**config.mk**
```make
export PLATFORM = sky130hd
export DESIGN_NAME = instr_sequencer
export DESIGN_NICKNAME = d
export VERILOG_FILES = /design/src/rtl/seq_pkg.sv /design/src/rtl/step_timer.sv /design/src/rtl/instr_sequencer.sv
export SDC_FILE = /design/constraint.sdc
export NUM_CORES = 1
export LEC_CHECK = 0
export ABC_CLOCK_PERIOD_IN_PS = 7680
export BUFFER_PORTS_ARGS = -buffer_cell sky130_fd_sc_hd__buf_4
export CAP_MARGIN = 10
export CELL_PAD_IN_SITES_DETAIL_PLACEMENT = 0
export CELL_PAD_IN_SITES_GLOBAL_PLACEMENT = 1
export CORE_ASPECT_RATIO = 2
export CORE_UTILIZATION = 54
export CTS_BUF_LIST = sky130_fd_sc_hd__clkbuf_8
export DETAILED_ROUTE_END_ITERATION = 6
export PLACE_DENSITY = 0.85
export SETUP_SLACK_MARGIN = 0.02
export SLEW_MARGIN = 20
export SYNTH_ARGS = -nofsm -noshare
export SYNTH_HDL_FRONTEND = slang
export SYNTH_HIERARCHICAL = 1
export SYNTH_SLANG_ARGS = --single-unit
```
**constraint.sdc**
```tcl
create_clock -name clk -period 7.68 [get_ports clk]
set_input_delay 0.384 -clock clk [delete_from_list [all_inputs] [get_ports clk]]
set_output_delay 0.384 -clock clk [all_outputs]
set_load 0.005 [all_outputs]
```
**src/rtl/seq_pkg.sv**
```systemverilog
// Shared types and sizing helpers for the instruction sequencer.
package seq_pkg;

  typedef enum logic [1:0] {IDLE, RUN, GAP, PAUSE} seq_state_e;

  // Width able to hold max(step, gap) - 1; never narrower than one bit.
  function automatic int timer_w(input int step, input int gap);
    int m;
    m = (step > gap) ? step : gap;
    return (m > 1) ? $clog2(m) : 1;
  endfunction

endpackage

```
**src/rtl/step_timer.sv**
```systemverilog
// Loadable down-counter with a zero flag; holds at zero instead of wrapping.
module step_timer #(
  parameter int W = 8
) (
  input  logic         clk,
  input  logic         rst_n,
  input  logic         load_i,
  input  logic [W-1:0] load_val_i,
  input  logic         enable_i,
  output logic         zero_o
);

  logic [W-1:0] cnt_q;

  always_ff @(posedge clk or negedge rst_n) begin
    if (!rst_n)                        cnt_q <= '0;
    else if (load_i)                   cnt_q <= load_val_i;
    else if (enable_i && cnt_q != '0)  cnt_q <= cnt_q - W'(1);
  end

  assign zero_o = (cnt_q == '0);

endmodule

```
**src/rtl/instr_sequencer.sv**
```systemverilog
// Buffers switch-entered instructions and plays them back as timed steps
// with optional gaps, loop replay, pause/resume, abort and auto-run.
module instr_sequencer
  import seq_pkg::*;
#(
  parameter int DATA_W           = 4,
  parameter int DEPTH            = 8,
  parameter int STEP_CYCLES      = 50_000_000,
  parameter int GAP_CYCLES       = 0,
  parameter int AUTO_RUN_ON_FULL = 1
) (
  input  logic                       clk,
  input  logic                       rst_n,
  input  logic                       save,
  input  logic                       delete,
  input  logic                       execute,
  input  logic                       pause,
  input  logic                       clear,
  input  logic                       loop_mode,
  input  logic [DATA_W-1:0]          data_in,
  output logic [DATA_W-1:0]          cmd_out,
  output logic                       cmd_valid,
  output logic                       busy,
  output logic                       done,
  output logic [$clog2(DEPTH+1)-1:0] count,
  output logic [$clog2(DEPTH)-1:0]   step_idx,
  output logic                       full,
  output logic                       empty
);

  localparam int CW = $clog2(DEPTH+1);
  localparam int IW = $clog2(DEPTH);
  localparam int TW = timer_w(STEP_CYCLES, GAP_CYCLES);
  localparam logic [TW-1:0] STEP_LD = TW'(STEP_CYCLES - 1);
  localparam logic [TW-1:0] GAP_LD  = TW'((GAP_CYCLES > 0) ? GAP_CYCLES - 1 : 0);

  seq_state_e state_q, state_d, origin_q, origin_d, play_s;
  logic [CW-1:0] count_q, count_d;
  logic [IW-1:0] rd_q, rd_d;
  logic          done_q, done_d;
  logic [DEPTH-1:0][DATA_W-1:0] mem_q;
  logic          mem_we, tmr_load, tmr_en, tmr_zero, last_s;
  logic [TW-1:0] tmr_val;

  step_timer #(.W(TW)) u_timer (
    .clk        (clk),
    .rst_n      (rst_n),
    .load_i     (tmr_load),
    .load_val_i (tmr_val),
    .enable_i   (tmr_en),
    .zero_o     (tmr_zero)
  );

  assign full      = (count_q == CW'(DEPTH));
  assign empty     = (count_q == '0);
  assign last_s    = (CW'(rd_q) + CW'(1) == count_q);
  assign cmd_valid = (state_q == RUN);
  assign cmd_out   = cmd_valid ? mem_q[rd_q] : '0;
  assign busy      = (state_q != IDLE);
  assign done      = done_q;
  assign count     = count_q;
  assign step_idx  = busy ? rd_q : '0;

  always_comb begin
    state_d  = state_q;
    origin_d = origin_q;
    count_d  = count_q;
    rd_d     = rd_q;
    done_d   = 1'b0;
    mem_we   = 1'b0;
    tmr_load = 1'b0;
    tmr_val  = STEP_LD;
    tmr_en   = 1'b0;
    play_s   = state_q;
    if (clear) begin
      state_d = IDLE;
      count_d = '0;
    end else begin
      case (state_q)
        IDLE: begin
          if (execute) begin
            if (!empty) begin
              state_d  = RUN;
              rd_d     = '0;
              tmr_load = 1'b1;
            end
          end else if (save) begin
            if (!full) begin
              mem_we  = 1'b1;
              count_d = count_q + CW'(1);
              if (AUTO_RUN_ON_FULL != 0 && count_q == CW'(DEPTH - 1)) begin
                state_d  = RUN;
                rd_d     = '0;
                tmr_load = 1'b1;
              end
            end
          end else if (delete && !empty) begin
            count_d = count_q - CW'(1);
          end
        end
        RUN, GAP: begin
          if (execute) begin
            state_d = IDLE;
          end else begin
            if (!tmr_zero) begin
              tmr_en = 1'b1;
            end else if (state_q == RUN && GAP_CYCLES > 0) begin
              play_s   = GAP;
              tmr_load = 1'b1;
              tmr_val  = GAP_LD;
            end else if (!last_s) begin
              rd_d     = rd_q + IW'(1);
              play_s   = RUN;
              tmr_load = 1'b1;
            end else if (loop_mode) begin
              rd_d     = '0;
              play_s   = RUN;
              tmr_load = 1'b1;
            end else begin
              play_s  = IDLE;
              count_d = '0;
              done_d  = 1'b1;
            end
            // A pause on a boundary parks on the step it would have entered.
            if (pause && play_s != IDLE) begin
              state_d  = PAUSE;
              origin_d = play_s;
            end else begin
              state_d = play_s;
            end
          end
        end
        PAUSE: begin
          if (execute)    state_d = IDLE;
          else if (pause) state_d = origin_q;
        end
        default: state_d = IDLE;
      endcase
    end
  end

  always_ff @(posedge clk or negedge rst_n) begin
    if (!rst_n) begin
      state_q  <= IDLE;
      origin_q <= RUN;
      count_q  <= '0;
      rd_q     <= '0;
      done_q   <= 1'b0;
    end else begin
      state_q  <= state_d;
      origin_q <= origin_d;
      count_q  <= count_d;
      rd_q     <= rd_d;
      done_q   <= done_d;
    end
  end

  always_ff @(posedge clk) begin
    if (mem_we) mem_q[count_q[IW-1:0]] <= data_in;
  end

endmodule

```
==> results.sh <==
export IMPL_die_w_um=64.10
export IMPL_post_cts_buffers=0
export IMPL_cts_root_buf="clkbuf_8"
export IMPL_grt_pass1_vias=3214
export IMPL_relSlewSlack=0.4900
export IMPL_diodes=0
export IMPL_gp_congestion=0.9025
export IMPL_drt_wl_total_mm=9.694
export IMPL_ys_flop_type="dfrtp_1"
export IMPL_layout_cells_non_filler=516
export IMPL_dp_cells=500
export IMPL_dr_pass1_iters=4
export IMPL_crit_required_ps=7910
export IMPL_final_common_cell="dfrtp_1"
export IMPL_finalClockSkew_ps=7.988
export IMPL_path_clk_slew_ps=70
export IMPL_coreArea_um2=7545
export IMPL_ys_seq_area_frac=0.4594
export IMPL_synth_area_leader_cell="edfxtp_1"
export IMPL_rsz0062_at_grt="false"
export IMPL_clk_latency_ps=350
export IMPL_syn_cell_area_um2=4164
export IMPL_crit_type="reg -> reg"
export IMPL_crit_fanout=31
export IMPL_initial_utilization=0.5519
export IMPL_final_nets=437
export IMPL_cp_arrival_ps=4310
export IMPL_setup_tns_ps=0
export IMPL_grt_overflow=0
export IMPL_cts_made_buffers=9
export IMPL_antenna_found_initial=0
export IMPL_power_leakage_nw=1.731
export IMPL_postCtsHoldBufs=0
export IMPL_die_y_um=126.2
export IMPL_place_area_um2=4469
export IMPL_grt_max_degree=39
export IMPL_cp_end_kind="flop"
export IMPL_hold_viol=2
export IMPL_dp_slack_ps=3657
export IMPL_grt_total_usage=0.2664
export IMPL_ir_drop_v=0.0002040
export IMPL_fmax_mhz=245.4
export IMPL_slew_viol_final=0
export IMPL_fp_row_count=45
export IMPL_n_fill_cell=657
export IMPL_die_area_um2=8088
export IMPL_portBuffers=27
export IMPL_ys_ff_latch=70
export IMPL_failed_checks="negative hold slack"
export IMPL_status="finished with violations"
export IMPL_synth_area_top_cells="edfxtp_1 (23%), dfrtp_1 (22%), xnor2_1 (4.6%)"
export IMPL_wire_per_inst_um=18.79
export IMPL_multiInputGateArea_um2=2146
export IMPL_period_needed_ps=4075
export IMPL_hold_class="in -> async"
export IMPL_grt_pass1_wl_mm=15.92
export IMPL_p_per_area_nw_per_um2=333.2
export IMPL_layout_common_cells="dfrtp_1 (37), nand2_1 (32), edfxtp_1 (32)"
export IMPL_syn_avg_cell_area_um2=11.13
export IMPL_stdcell_area_um2=4693
export IMPL_syn2layout_area_growth_pct=12.71
export IMPL_via_per_inst=5.950
export IMPL_yosys_warnings=6
export IMPL_antenna_left=0
export IMPL_setup_violations=0
export IMPL_synth_cells=374
export IMPL_final_util=0.6221
export IMPL_period_share=0.5307
export IMPL_post_synth_top_area_fraction=0.2308
export IMPL_drive_above_1_share=0.1991
export IMPL_regArea_um2=1913
export IMPL_cts_resized=0
export IMPL_drv_cap=0
export IMPL_post_route_drc_count=0
export IMPL_yosysUniqueCellTypes=70
export IMPL_htree_levels=3
export IMPL_fin_ws_ps=3605
export IMPL_cts_max_path_buffers=2
export IMPL_synthArstFlopShare=0.5429
export IMPL_cts_tree="built"
export IMPL_hpwl_mm=7.401
export IMPL_power_mw=1.564
export IMPL_synth_edf_count=32
export IMPL_start_kind="flop"
export IMPL_vias=3070
export IMPL_cts_sinks=70
export IMPL_drt_iter0_drc=181
export IMPL_ios=28
export IMPL_worstMarginPinSlew_ps=762.1
export IMPL_hold_ws_ps=-5.200
[synthesized netlist by cell type (all sizes together) (10+ instances only)]
master / number
a21oi: 11
o21ai: 17
buf: 10
clkbuf: 11
nor2: 30
dfrtp: 37
edfxtp: 32
inv: 18
xnor2: 22
nand2: 32
[routing by layer]
metal | wire, um | up-vias | global-route usage
met5 | 0 | - | 0
met4 | 525 | 0 | 0.1765
met3 | 271 | 39 | 0.04891
met2 | 5801 | 72 | 0.5194
met1 | 3095 | 1499 | 0.2335
li1 | - | 1460 | -
[state kept, by name, summed over array words and instances, names as in the netlist]
name / flops
state_q: 2
mem_q: 32
done: 1
rd_q: 3
u_timer/cnt_q: 26
count: 4
origin_q: 2
[cell type report]
class	count	area share
flip-flops and latches	70	0.4076
inverters	20	0.01600
repair buffers	29	0.04639
clock inverters	6	0.01840
multi-input cells	287	0.4572
well taps	94	0.02506
clock buffers	10	0.02933
[cells by family (layout without fill, tap and decap cells)]
group,count (synthesis),after routing,share of synthesized area
and+or+nand+nor,126,126,0.1767
DFF,70,70,0.4594
buffers and inverters,41,65,0.04748
xor gates and xnor gates,27,27,0.05679
muxes,16,16,0.06490
adders and majority gates,8,8,0.02584
AOI/OAI and AO/OA,84,84,0.1671
other,2,26,0.001804
[power by group]
| group | switching [mW] | leakage, nW | internal [mW] |
|---|---|---|---|
| combinational | 0.310 | 0.854 | 0.288 |
| clock | 0.139 | 0.118 | 0.191 |
| sequential | 0.154 | 0.759 | 0.482 |
[path summary, 6_finish.rpt]
check | depth (start not counted) | start | slack, ps | to
min | 1 | rst_n | -5 | rd_q[0]
min in group clk | 2 | loop_mode | 270 | done
max | 11 | u_timer/cnt_q[0] | 3600 | u_timer/cnt_q[24]
max reg2reg | 11 | u_timer/cnt_q[0] | 3600 | u_timer/cnt_q[24]
max in group asynchronous | 1 | rst_n | 7310 | origin_q[0]
min reg2reg | 2 | origin_q[0] | 500 | origin_q[0]
[critical path, stage by stage (launching register included)]
cell and delay [ps]:
dfrtp_1 410, inv_1 70, ha_1 190, nor3b_1 410, nand4_1 410, nor2_1 720, nand3_1 190, a2bb2oi_1 180
nor2_2 90, buf_4 290, clkinv_1 520, a311o_1 480
No activity file was read; power rests on OpenSTA's default activity.
